<file path="config.mk">
export PLATFORM = sky130hd
export DESIGN_NAME = mc_ctrl_fsm_flat
export DESIGN_NICKNAME = d
export VERILOG_FILES = /design/src/rtl/mc_ctrl_pkg.sv /design/src/rtl/mc_ctrl_fsm_if.sv /design/src/rtl/mc_mem_wait.sv /design/src/rtl/mc_ctrl_fsm.sv /design/src/flat_wrapper.sv
export SDC_FILE = /design/constraint.sdc
export NUM_CORES = 1
export LEC_CHECK = 0
export BUFFER_PORTS_ARGS = -buffer_cell sky130_fd_sc_hd__buf_2
export CAP_MARGIN = 10
export CORE_MARGIN = 10
export CORE_UTILIZATION = 49
export CTS_BUF_LIST = sky130_fd_sc_hd__clkbuf_4 sky130_fd_sc_hd__clkbuf_8 sky130_fd_sc_hd__clkbuf_16
export CTS_CLUSTER_SIZE = 12
export DETAILED_ROUTE_END_ITERATION = 12
export PLACE_DENSITY_LB_ADDON = 0.25
export SETUP_SLACK_MARGIN = 0.15
export SYNTH_ARGS = -nofsm -noshare
export SYNTH_HDL_FRONTEND = slang
export SYNTH_HIERARCHICAL = 1
export SYNTH_SLANG_ARGS = --single-unit
</file>
<file path="constraint.sdc">
create_clock -name clk_i -period 3.3 [get_ports clk_i]
set_input_delay 0.66 -clock clk_i [delete_from_list [all_inputs] [get_ports clk_i]]
set_output_delay 0.66 -clock clk_i [all_outputs]
set_load 0.01 [all_outputs]
</file>
<file path="src/rtl/mc_ctrl_pkg.sv">
// mc_ctrl_pkg: state, opcode and datapath-select encodings for the multi-cycle MIPS control FSM
package mc_ctrl_pkg;
  localparam logic [3:0] S_FETCH  = 4'd0;
  localparam logic [3:0] S_DECODE = 4'd1;
  localparam logic [3:0] S_EX_R   = 4'd2;
  localparam logic [3:0] S_WB_R   = 4'd3;
  localparam logic [3:0] S_EX_I   = 4'd4;
  localparam logic [3:0] S_WB_I   = 4'd5;
  localparam logic [3:0] S_ADDR   = 4'd6;
  localparam logic [3:0] S_MRD    = 4'd7;
  localparam logic [3:0] S_WB_M   = 4'd8;
  localparam logic [3:0] S_MWR    = 4'd9;
  localparam logic [3:0] S_BR     = 4'd10;
  localparam logic [3:0] S_JMP    = 4'd11;
  localparam logic [3:0] S_JAL    = 4'd12;
  localparam logic [3:0] S_JR     = 4'd13;
  localparam logic [3:0] S_ERR    = 4'd15;
  localparam logic [5:0] OP_RTYPE = 6'b000000;
  localparam logic [5:0] OP_ADDI  = 6'b001000;
  localparam logic [5:0] OP_SLTI  = 6'b001010;
  localparam logic [5:0] OP_BEQ   = 6'b000100;
  localparam logic [5:0] OP_LW    = 6'b100011;
  localparam logic [5:0] OP_SW    = 6'b101011;
  localparam logic [5:0] OP_J     = 6'b000010;
  localparam logic [5:0] OP_JAL   = 6'b000011;
  localparam logic [5:0] FN_JR    = 6'b001000;
  localparam logic [1:0] ALU_ADD  = 2'b00;
  localparam logic [1:0] ALU_SUB  = 2'b01;
  localparam logic [1:0] ALU_FN   = 2'b10;
  localparam logic [1:0] ALU_SLT  = 2'b11;
  localparam logic [1:0] PC_ALU    = 2'b00;
  localparam logic [1:0] PC_ALUOUT = 2'b01;
  localparam logic [1:0] PC_JUMP   = 2'b10;
  localparam logic [1:0] PC_RS     = 2'b11;
  localparam logic [1:0] SRCB_RT  = 2'b00;
  localparam logic [1:0] SRCB_4   = 2'b01;
  localparam logic [1:0] SRCB_IMM = 2'b10;
  localparam logic [1:0] SRCB_BR  = 2'b11;
  localparam logic [1:0] DST_RT = 2'b00;
  localparam logic [1:0] DST_RD = 2'b01;
  localparam logic [1:0] DST_RA = 2'b10;
  localparam logic [1:0] WB_ALU = 2'b00;
  localparam logic [1:0] WB_MDR = 2'b01;
  localparam logic [1:0] WB_PC  = 2'b10;

  function automatic logic [3:0] decode_next(input logic [5:0] op, input logic [5:0] fn);
    return op == OP_RTYPE ? (fn == FN_JR ? S_JR : S_EX_R) :
           (op == OP_ADDI || op == OP_SLTI) ? S_EX_I :
           (op == OP_LW || op == OP_SW) ? S_ADDR :
           op == OP_BEQ ? S_BR :
           op == OP_J ? S_JMP :
           op == OP_JAL ? S_JAL : S_ERR;
  endfunction
endpackage

</file>
<file path="src/rtl/mc_ctrl_fsm_if.sv">
// mc_ctrl_fsm_if: shared instruction/data memory request/ready port
interface mc_ctrl_fsm_if;
  logic mem_req;
  logic mem_we;
  logic iord;
  logic mem_ready;
  modport master(output mem_req, output mem_we, output iord, input mem_ready);
  modport slave(input mem_req, input mem_we, input iord, output mem_ready);
endinterface

</file>
<file path="src/rtl/mc_mem_wait.sv">
// mc_mem_wait: memory wait-state counter with timeout compare
module mc_mem_wait #(
  parameter int MEM_TIMEOUT = 16,
  parameter int TO_W = 5
) (
  input  logic clk_i,
  input  logic rst_i,
  input  logic req_i,
  input  logic ready_i,
  input  logic clear_i,
  output logic timeout_o
);
  logic [TO_W-1:0] cnt_q, cnt_d;
  always_comb begin
    cnt_d = clear_i ? '0 : (req_i && !ready_i) ? cnt_q + TO_W'(1) : cnt_q;
    timeout_o = req_i && !ready_i && cnt_q >= TO_W'(MEM_TIMEOUT);
  end
  always_ff @(posedge clk_i) begin
    if (!rst_i) cnt_q <= '0;
    else cnt_q <= cnt_d;
  end
endmodule

</file>
<file path="src/rtl/mc_ctrl_fsm.sv">
// mc_ctrl_fsm: multi-cycle MIPS-subset control sequencer; MC_CTRL_PERF_EN adds cycle/instruction counters
module mc_ctrl_fsm
  import mc_ctrl_pkg::*;
#(
  parameter int MEM_TIMEOUT = 16,
  parameter int TO_W = 5
) (
  input  logic        clk_i,
  input  logic        rst_i,
  mc_ctrl_fsm_if.master mem,
  input  logic [5:0]  instr_op_i,
  input  logic [5:0]  function_i,
  input  logic        zero_i,
  output logic        ir_write_o,
  output logic        pc_write_o,
  output logic [1:0]  pc_src_o,
  output logic        alu_src_a_o,
  output logic [1:0]  alu_src_b_o,
  output logic [1:0]  alu_op_o,
  output logic        reg_write_o,
  output logic [1:0]  reg_dst_o,
  output logic [1:0]  mem_to_reg_o,
  output logic        err_o,
`ifdef MC_CTRL_PERF_EN
  output logic [31:0] cyc_cnt_o,
  output logic [31:0] instr_cnt_o,
`endif
  output logic [3:0]  state_o
);
  logic [3:0] state_q, state_d;
  logic       timeout;

  mc_mem_wait #(.MEM_TIMEOUT(MEM_TIMEOUT), .TO_W(TO_W)) u_wait (
    .clk_i(clk_i),
    .rst_i(rst_i),
    .req_i(mem.mem_req),
    .ready_i(mem.mem_ready),
    .clear_i(state_d != state_q),
    .timeout_o(timeout)
  );

  always_comb begin
    state_d = state_q;
    mem.mem_req = 1'b0;
    mem.mem_we = 1'b0;
    mem.iord = 1'b0;
    ir_write_o = 1'b0;
    pc_write_o = 1'b0;
    pc_src_o = PC_ALU;
    alu_src_a_o = 1'b0;
    alu_src_b_o = SRCB_RT;
    alu_op_o = ALU_ADD;
    reg_write_o = 1'b0;
    reg_dst_o = DST_RT;
    mem_to_reg_o = WB_ALU;
    case (state_q)
      S_FETCH: begin
        mem.mem_req = 1'b1;
        alu_src_b_o = SRCB_4;
        ir_write_o = mem.mem_ready;
        pc_write_o = mem.mem_ready;
        state_d = mem.mem_ready ? S_DECODE : timeout ? S_ERR : S_FETCH;
      end
      S_DECODE: begin
        alu_src_b_o = SRCB_BR;
        state_d = decode_next(instr_op_i, function_i);
      end
      S_EX_R: begin
        alu_src_a_o = 1'b1;
        alu_op_o = ALU_FN;
        state_d = S_WB_R;
      end
      S_WB_R: begin
        reg_write_o = 1'b1;
        reg_dst_o = DST_RD;
        state_d = S_FETCH;
      end
      S_EX_I: begin
        alu_src_a_o = 1'b1;
        alu_src_b_o = SRCB_IMM;
        alu_op_o = instr_op_i == OP_SLTI ? ALU_SLT : ALU_ADD;
        state_d = S_WB_I;
      end
      S_WB_I: begin
        reg_write_o = 1'b1;
        state_d = S_FETCH;
      end
      S_ADDR: begin
        alu_src_a_o = 1'b1;
        alu_src_b_o = SRCB_IMM;
        state_d = instr_op_i == OP_SW ? S_MWR : S_MRD;
      end
      S_MRD: begin
        mem.mem_req = 1'b1;
        mem.iord = 1'b1;
        state_d = mem.mem_ready ? S_WB_M : timeout ? S_ERR : S_MRD;
      end
      S_WB_M: begin
        reg_write_o = 1'b1;
        mem_to_reg_o = WB_MDR;
        state_d = S_FETCH;
      end
      S_MWR: begin
        mem.mem_req = 1'b1;
        mem.mem_we = 1'b1;
        mem.iord = 1'b1;
        state_d = mem.mem_ready ? S_FETCH : timeout ? S_ERR : S_MWR;
      end
      S_BR: begin
        alu_src_a_o = 1'b1;
        alu_op_o = ALU_SUB;
        pc_src_o = PC_ALUOUT;
        pc_write_o = zero_i;
        state_d = S_FETCH;
      end
      S_JMP: begin
        pc_write_o = 1'b1;
        pc_src_o = PC_JUMP;
        state_d = S_FETCH;
      end
      S_JAL: begin
        pc_write_o = 1'b1;
        pc_src_o = PC_JUMP;
        reg_write_o = 1'b1;
        reg_dst_o = DST_RA;
        mem_to_reg_o = WB_PC;
        state_d = S_FETCH;
      end
      S_JR: begin
        pc_write_o = 1'b1;
        pc_src_o = PC_RS;
        state_d = S_FETCH;
      end
      default: state_d = S_ERR;
    endcase
  end

  always_ff @(posedge clk_i) begin
    if (!rst_i) state_q <= S_FETCH;
    else state_q <= state_d;
  end

  assign err_o = state_q == S_ERR;
  assign state_o = state_q;

`ifdef MC_CTRL_PERF_EN
  logic [31:0] cyc_q, cyc_d, ins_q, ins_d;
  always_comb begin
    cyc_d = state_q != S_ERR ? cyc_q + 32'd1 : cyc_q;
    ins_d = (state_d == S_FETCH && state_q != S_FETCH) ? ins_q + 32'd1 : ins_q;
  end
  always_ff @(posedge clk_i) begin
    if (!rst_i) begin
      cyc_q <= '0;
      ins_q <= '0;
    end else begin
      cyc_q <= cyc_d;
      ins_q <= ins_d;
    end
  end
  assign cyc_cnt_o = cyc_q;
  assign instr_cnt_o = ins_q;
`endif
endmodule

</file>
<file path="src/flat_wrapper.sv">
// flat-port wrapper written by rule: the top's interface ports become plain ports
module mc_ctrl_fsm_flat import mc_ctrl_pkg::*;
#(
  parameter int MEM_TIMEOUT = 16,
  parameter int TO_W = 5
)
  (clk_i, rst_i, instr_op_i, function_i, zero_i, ir_write_o, pc_write_o, pc_src_o, alu_src_a_o, alu_src_b_o, alu_op_o, reg_write_o, reg_dst_o, mem_to_reg_o, err_o, state_o, mem_mem_req, mem_mem_we, mem_iord, mem_mem_ready);
  mc_ctrl_fsm_if mem_i ();
  input  logic clk_i;
  input  logic rst_i;
  input  logic [5:0] instr_op_i;
  input  logic [5:0] function_i;
  input  logic zero_i;
  output logic ir_write_o;
  output logic pc_write_o;
  output logic [1:0] pc_src_o;
  output logic alu_src_a_o;
  output logic [1:0] alu_src_b_o;
  output logic [1:0] alu_op_o;
  output logic reg_write_o;
  output logic [1:0] reg_dst_o;
  output logic [1:0] mem_to_reg_o;
  output logic err_o;
  output logic [3:0] state_o;
  output wire logic [$bits(mem_i.mem_req)-1:0] mem_mem_req;
  output wire logic [$bits(mem_i.mem_we)-1:0] mem_mem_we;
  output wire logic [$bits(mem_i.iord)-1:0] mem_iord;
  input wire logic [$bits(mem_i.mem_ready)-1:0] mem_mem_ready;
  assign mem_mem_req = mem_i.mem_req;
  assign mem_mem_we = mem_i.mem_we;
  assign mem_iord = mem_i.iord;
  assign mem_i.mem_ready = mem_mem_ready;
  mc_ctrl_fsm #(.MEM_TIMEOUT(MEM_TIMEOUT), .TO_W(TO_W)) u_core (.clk_i(clk_i), .rst_i(rst_i), .mem(mem_i), .instr_op_i(instr_op_i), .function_i(function_i), .zero_i(zero_i), .ir_write_o(ir_write_o), .pc_write_o(pc_write_o), .pc_src_o(pc_src_o), .alu_src_a_o(alu_src_a_o), .alu_src_b_o(alu_src_b_o), .alu_op_o(alu_op_o), .reg_write_o(reg_write_o), .reg_dst_o(reg_dst_o), .mem_to_reg_o(mem_to_reg_o), .err_o(err_o), .state_o(state_o));
endmodule
</file>
# Word-level counts from Yosys, hierarchy flattened
# Index checks and enable logic that the tools add are counted.
[op_classes] n_bitwise=1 eq_ne=23 n_reduce_logical=16 n_lt_le_gt_ge=1 n_addsub=1 muxes=28
[ops] operator="two-way mux 4 bit" n=12
[ops] operator="one-hot mux 4 bit (8 select lines)" n=1
[ops] operator="== test 4 bit, second input constant" n=7
[ops] operator="== test 6 x 4 -> 1 bit, second input constant" n=3
[ops] operator="one-hot mux 2 bit (3 select lines)" n=3
[ops] operator="== test 4 x 3 -> 1 bit, second input constant" n=4
[ops] operator="== test 6 x 2 -> 1 bit, second input constant" n=2
[ops] operator="== test 6 bit, second input constant" n=2
[ops] operator="== test 4 x 2 -> 1 bit, second input constant" n=2
[ops] operator="one-hot mux 2 bit (2 select lines)" n=2
[ops] operator="OR reduction 2 bit" n=4
[ops] operator="OR reduction 4 bit" n=2
[ops] operator="OR reduction 7 bit" n=1
[ops] operator="== test 6 x 3 -> 1 bit, second input constant" n=1
[ops] operator="zero test 6 bit" n=1
[ops] operator="two-way mux 1 bit" n=6
[ops] operator="OR reduction 3 bit" n=2
[ops] operator="adder 5 x 1 -> 5 bit, second input constant" n=1
[ops] operator="greater-or-equal comparator 5 bit, second input constant" n=1
[ops] operator="== test 4 x 1 -> 1 bit, second input constant" n=1
[ops] operator="zero test 4 bit" n=1
[ops] operator="two-way mux 2 bit" n=2
[ops] operator="inequality test 4 bit" n=1
[ops] operator="two-way mux 3 bit" n=1
[ops] operator="5 further kinds" n=7
[totals] reg_bits=9 word_cells=72 in_bits=16 out_inout_bits=22

# Depth between registers and ports, before layout
[logic_depth] ltp_word=10 ltp_mapped=14 ltp_nobuf=12

# Modules after synthesis
# Netlist, hierarchy kept.
[by_module_without_submodules] module="mc_ctrl_fsm" seq_area_each_um2=80.1 instances=1 cells_each=119 area_each_um2=805.8
[by_module_without_submodules] module="mc_mem_wait" seq_area_each_um2=100.1 instances=1 cells_each=25 area_each_um2=239.0

# Least setup slack after synthesis
# No wires, ideal clock.
[synth_path] path_kind="flip-flop to flip-flop" startpoint="register u_core.state_q[0], in the netlist u_core/state_o[0]" endpoint="register u_core.u_wait.cnt_q[3]" setup_time_ns=0.070 stages_incl_launch_ff=13 slack_ns=0.182 period_less_slack_ns=3.118 arrival_ns=3.048 required_time_ns=3.230 path_buffers=2 cell_sequence="dfxtp_1 > clkbuf_1 > clkbuf_1 > nand2_1 > o21ai_0 > and2b_1 > and2_1 > nor3_1 > o311ai_0 > o21a_1 > o211ai_1 > nand2b_1 > a21oi_1"
[synth_via] elab_chain_cells=10 elab_cells_between_ends=28 classes_between="eq/ne: 14; mux: 8; reduce/logical: 6"
[synth_rtl] item="start, declared" line="mc_ctrl_fsm.sv:30" source="logic [3:0] state_q, state_d;"
[synth_rtl] item="start signal, assigned" line="mc_ctrl_fsm.sv:140" source="else state_q <= state_d;"
[synth_rtl] item="== test 4 x 3 -> 1 bit (tied with other cells)" line="mc_ctrl_fsm.sv:56" source="case (state_q)"
[synth_rtl] item="OR reduction 3 bit (no source line) *"
[synth_rtl] item="two-way mux 1 bit *" line="mc_ctrl_fsm.sv:56"
[synth_rtl] item="net mem_mem_req" line="flat_wrapper.sv:25" source="output wire logic [$bits(mem_i.mem_req)-1:0] mem_mem_req;"
[synth_rtl] item="logical AND 1 bit * (2 in a row)" line="mc_mem_wait.sv:16" source="timeout_o = req_i && !ready_i && cnt_q >= TO_W'(MEM_TIMEOUT);"
[synth_rtl] item="net u_core.timeout" line="mc_ctrl_fsm.sv:31" source="logic timeout;"
[synth_rtl] item="two-way mux 4 bit (tied with other cells)" line="mc_ctrl_fsm.sv:62" source="state_d = mem.mem_ready ? S_DECODE : timeout ? S_ERR : S_FETCH;"
[synth_rtl] item="two-way mux 4 bit (on tied branches)" line="mc_ctrl_fsm.sv:62, mc_ctrl_fsm.sv:96, mc_ctrl_fsm.sv:107"
[synth_rtl] item="one-hot mux 4 bit (8 select lines) *" line="mc_ctrl_fsm.sv:56"
[synth_rtl] item="inequality test 4 bit *" line="mc_ctrl_fsm.sv:38" source=".clear_i(state_d != state_q),"
[synth_rtl] item="OR reduction 2 bit (no source line) *"
[synth_rtl] item="end signal, assigned" line="mc_mem_wait.sv:20" source="else cnt_q <= cnt_d;"
[synth_rtl] item="end, declared" line="mc_mem_wait.sv:13" source="logic [TO_W-1:0] cnt_q, cnt_d;"
# Mark *: on every way through the listed nets, which the timed path passes. The rest lies on a longest branch.
# A chain may end at the register's enable or synchronous reset.

# Worst setup path in the final report
[layout_path] startpoint="register u_core.state_q[2], in the netlist u_core/state_o[2]" endpoint="register u_core.u_wait.cnt_q[4]"
[layout_via] elab_chain_cells=10 elab_cells_between_ends=28 classes_between="eq/ne: 14; mux: 8; reduce/logical: 6"
[layout_rtl] item="== test 4 x 3 -> 1 bit (tied with other cells)" line="mc_ctrl_fsm.sv:56"
[layout_rtl] item="OR reduction 3 bit (no source line) *"
[layout_rtl] item="two-way mux 1 bit *" line="mc_ctrl_fsm.sv:56"
[layout_rtl] item="logical AND 1 bit * (2 in a row)" line="mc_mem_wait.sv:16"
[layout_rtl] item="net u_core.timeout" line="mc_ctrl_fsm.sv:31"
[layout_rtl] item="two-way mux 4 bit (tied with other cells)" line="mc_ctrl_fsm.sv:62"
[layout_rtl] item="two-way mux 4 bit (on tied branches)" line="mc_ctrl_fsm.sv:62, mc_ctrl_fsm.sv:96, mc_ctrl_fsm.sv:107"
[layout_rtl] item="one-hot mux 4 bit (8 select lines) *" line="mc_ctrl_fsm.sv:56"
[layout_rtl] item="inequality test 4 bit *" line="mc_ctrl_fsm.sv:38"
[layout_rtl] item="OR reduction 2 bit (no source line) *"
# Marked as above.

==> impl_metrics.json <==
{
  "ys_async_sr_fraction_pct": 0,
  "ys_types": 48,
  "r2r_end": "u_core/u_wait/cnt_q[4]$_SDFFE_PP0P_",
  "r2r_slack_ns": 0.54,
  "peakVddDrop_mv": 0.566,
  "crit_type": "reg2reg",
  "synth_area_per_cell_sq_um": 7.26,
  "synth_cells": 144,
  "ios": 38,
  "start_util_pct": 52.2,
  "dp_hpwl_microns": 2370,
  "timing.rr.start": "u_core/state_o[2]$_SDFF_PN0_",
  "dieArea_sq_um": 4380,
  "fmax_ghz": 0.362,
  "p_int_w": 0.000515,
  "antenna_left": 0,
  "rows": 16,
  "vias": 1193,
  "synth-edff-count": 0,
  "ys_ff_latch": 9,
  "diodes": 0,
  "drv_slew": 0,
  "finalWeightedCongestion": 0.976,
  "ys.flop_type": "dfxtp_1",
  "hold_end": "u_core/u_wait/cnt_q[3]$_SDFFE_PP0P_",
  "p_sw_share_pct": 50.9,
  "pwr_density_cell_nw_per_um2": 820,
  "outcome": "completed",
  "ff2ff_path_depth": 10,
  "routedWlPerCell_microns": 14.8,
  "grt_remaining_overflow": 0,
  "power_frac_comb_pct": 71.4,
  "multiInputGateArea_sq_um": 805,
  "io_buffers": 37,
  "fin_skew_ns": 0.000644,
  "nets": 197,
  "p_switching_w": 0.000535,
  "worstHoldStart": "u_core/u_wait/cnt_q[3]$_SDFFE_PP0P_",
  "seq_area_frac_synth_pct": 17.2,
  "grt_pass1_wl_microns": 4870,
  "clock_sinks": 9,
  "worst_pin_slew_ns": 0.635,
  "period_minus_slack_ns": 2.76,
  "drive_gt1_share_pct": 31.8,
  "clock_latency_ns": 0.27,
  "nFillCells": 189,
  "hold_path_class": "reg2reg",
  "cts-htree-levels": 1,
  "power_frac_seq_pct": 20.0,
  "cts_tree": "yes",
  "rsz0062_at_grt": "false",
  "vias_per_cell": 5.79,
  "p_leak_nw": 0.550,
  "startpoint_type": "register",
  "critical_path_required_ns": 3.50,
  "clkSlewWorstSetupHoldPaths_ns": 0.07,
  "die_height_microns": 66.2,
  "cp_max_fo": 11,
  "crit_chain": "nand2b_1, o21ai_0, and2b_1, and2_1, nor3_1, o311ai_0, o21a_1, o211ai_1, nand2b_1, a21oi_1",
  "syn_to_final_growth_pct": 22.6,
  "final_cell_mix": "37 x buf_2, 13 x nor3_1, 12 x nor2_1, 12 x o21ai_0, 10 x nand2_1",
  "setup_viol": 0,
  "drc": 0,
  "cap_violations": 0,
  "firstDrtPassIters": 4,
  "die_w_microns": 66.2,
  "cts-buffers-inserted": 3,
  "wirelength_microns": 3050,
  "ys_warn_count": 6,
  "grt_max_degree": 17,
  "holdPathStages": 2,
  "fin_crit_sh_pct": 83.7,
  "cts_buffer_depth": 2,
  "core_sq_um": 2000,
  "power_frac_clock_pct": 8.6,
  "holdBufCountCts": 0,
  "holdWs_ns": 0.495,
  "cp-end-kind": "register",
  "layout_commonest_cell": "buf_2",
  "critPathMaxStageDelay_ns": 0.57,
  "dpl_cell_area_sq_um": 1250,
  "fin_tns_setup_ns": 0,
  "track_usage_pct": 13.3,
  "power.total_w": 0.00105,
  "root_buffer": "clkbuf_4",
  "slew_headroom_pct": 57.1,
  "hold_violations": 0,
  "drt_first_iter_violations": 138,
  "cp_data_arrival_time_ns": 2.97,
  "grt_pass1_vias": 1136,
  "final_area_sq_um": 1280,
  "antenna_found_initial": 0,
  "syn_nets": 161,
  "crit_top_cell": "nand2b_1",
  "synth_area_sq_um": 1040,
  "critPathSlowestCell": "dfxtp_1",
  "seq_area_sq_um": 181
}
-- flip-flops by register name (all words and copies together) (netlist names) --
register             cells
u_core/u_wait/cnt_q      5
u_core/state_o           4
-- repair_timing --
action                                  CTS  global route
setup buffers                             0             0
endpoints found under the setup margin    0             1
gates resized for setup                   0             1
-- metal layers --
metal	up-vias	global-route usage, %	wire length (microns)
met5	-	0	0
met1	532	17.1	1370
met3	2	3.56	335
li1	598	-	-
met4	0	3.40	3
met2	61	21.1	1340
-- Yosys cell counts, types with 2 or more instances --
library cell  count  share of area (%)
nor3b_1           3                2.2
nor2b_1           4                2.4
nor4b_1           2                1.7
a21oi_1           3                1.4
nand3b_1          3                2.2
o31a_1            2                1.7
o21ai_0          12                5.7
and3_1            2                1.2
a211oi_1          2                1.4
or3_1             4                2.4
o21a_1            5                3.6
nand2b_1          6                3.6
nor2_1           12                4.3
and2_1            6                3.6
nand2_1          10                3.6
clkbuf_1         10                3.6
mux2i_1           3                2.9
dfxtp_1           9                 17
xnor2_1           3                2.5
nor3_1           13                6.2
nand4b_1          2                1.7
o31ai_1           2                1.4
-- cell type report --
class                   instances  area share [%]
flip-flops and latches          9            14.2
inverters                       1           0.293
well taps                      27            2.64
multi-input cells             122            62.8
repair buffers                 43            18.0
clock inverters                 1           0.391
clock buffers                   3            1.76
-- metrics by stage --
step / setup WS (ns) / cells / utilization [%]
2_1_floorplan: 0.182 / 144 / -
3_3_place_gp: 0.660 / 202 / 62.6
3_5_place_dp: 0.514 / 202 / 62.6
4_1_cts: 0.469 / 206 / 63.9
5_1_grt: 0.274 / 206 / 64.0
6_report: 0.537 / 206 / 64.0
-- power by group through the flow --
stage / Sequential [W] / Combinational, W / Clock (W)
detailed placement: 0.000210 / 0.000742 / 0
global route: 0.000220 / 0.000823 / 0.0000984
finish: 0.000210 / 0.000750 / 0.0000906
global placement: 0.000206 / 0.000731 / 0
floorplan: 0.000175 / 0.000519 / 0
CTS: 0.000208 / 0.000748 / 0.0000935
-- critical path, delay by kind of cell, from the launching register on --
kind | cells | cell delay, ns
compound gates | 5 | 1.22
flops | 1 | 0.57
simple gates | 5 | 0.91
-- worst max-delay path by stage --
| stage | slack (ns) | endpoint | cells after the start | startpoint |
|---|---|---|---|---|
| floorplan | 0.18 | u_core/u_wait/cnt_q[3]$_SDFFE_PP0P_ | 12 | u_core/state_o[0]$_SDFF_PN0_ |
| global placement | 0.66 | u_core/u_wait/cnt_q[0]$_SDFFE_PP0P_ | 8 | instr_op_i[0] |
| detailed placement | 0.51 | u_core/u_wait/cnt_q[3]$_SDFFE_PP0P_ | 10 | u_core/state_o[0]$_SDFF_PN0_ |
| CTS | 0.47 | u_core/u_wait/cnt_q[3]$_SDFFE_PP0P_ | 10 | u_core/state_o[0]$_SDFF_PN0_ |
| global route | 0.27 | u_core/u_wait/cnt_q[3]$_SDFFE_PP0P_ | 10 | u_core/state_o[2]$_SDFF_PN0_ |
| finish | 0.54 | u_core/u_wait/cnt_q[4]$_SDFFE_PP0P_ | 10 | u_core/state_o[2]$_SDFF_PN0_ |
-- kinds of logic after synthesis --
kind of cell | share of synthesized area [%]
mux | 2.87
compound gates | 25.6
buf+inv | 5.75
flops | 17.2
fa+ha+maj | 1.20
simple gates | 44.0
xor+xnor | 3.35
Power figures use the tool's default switching activity.
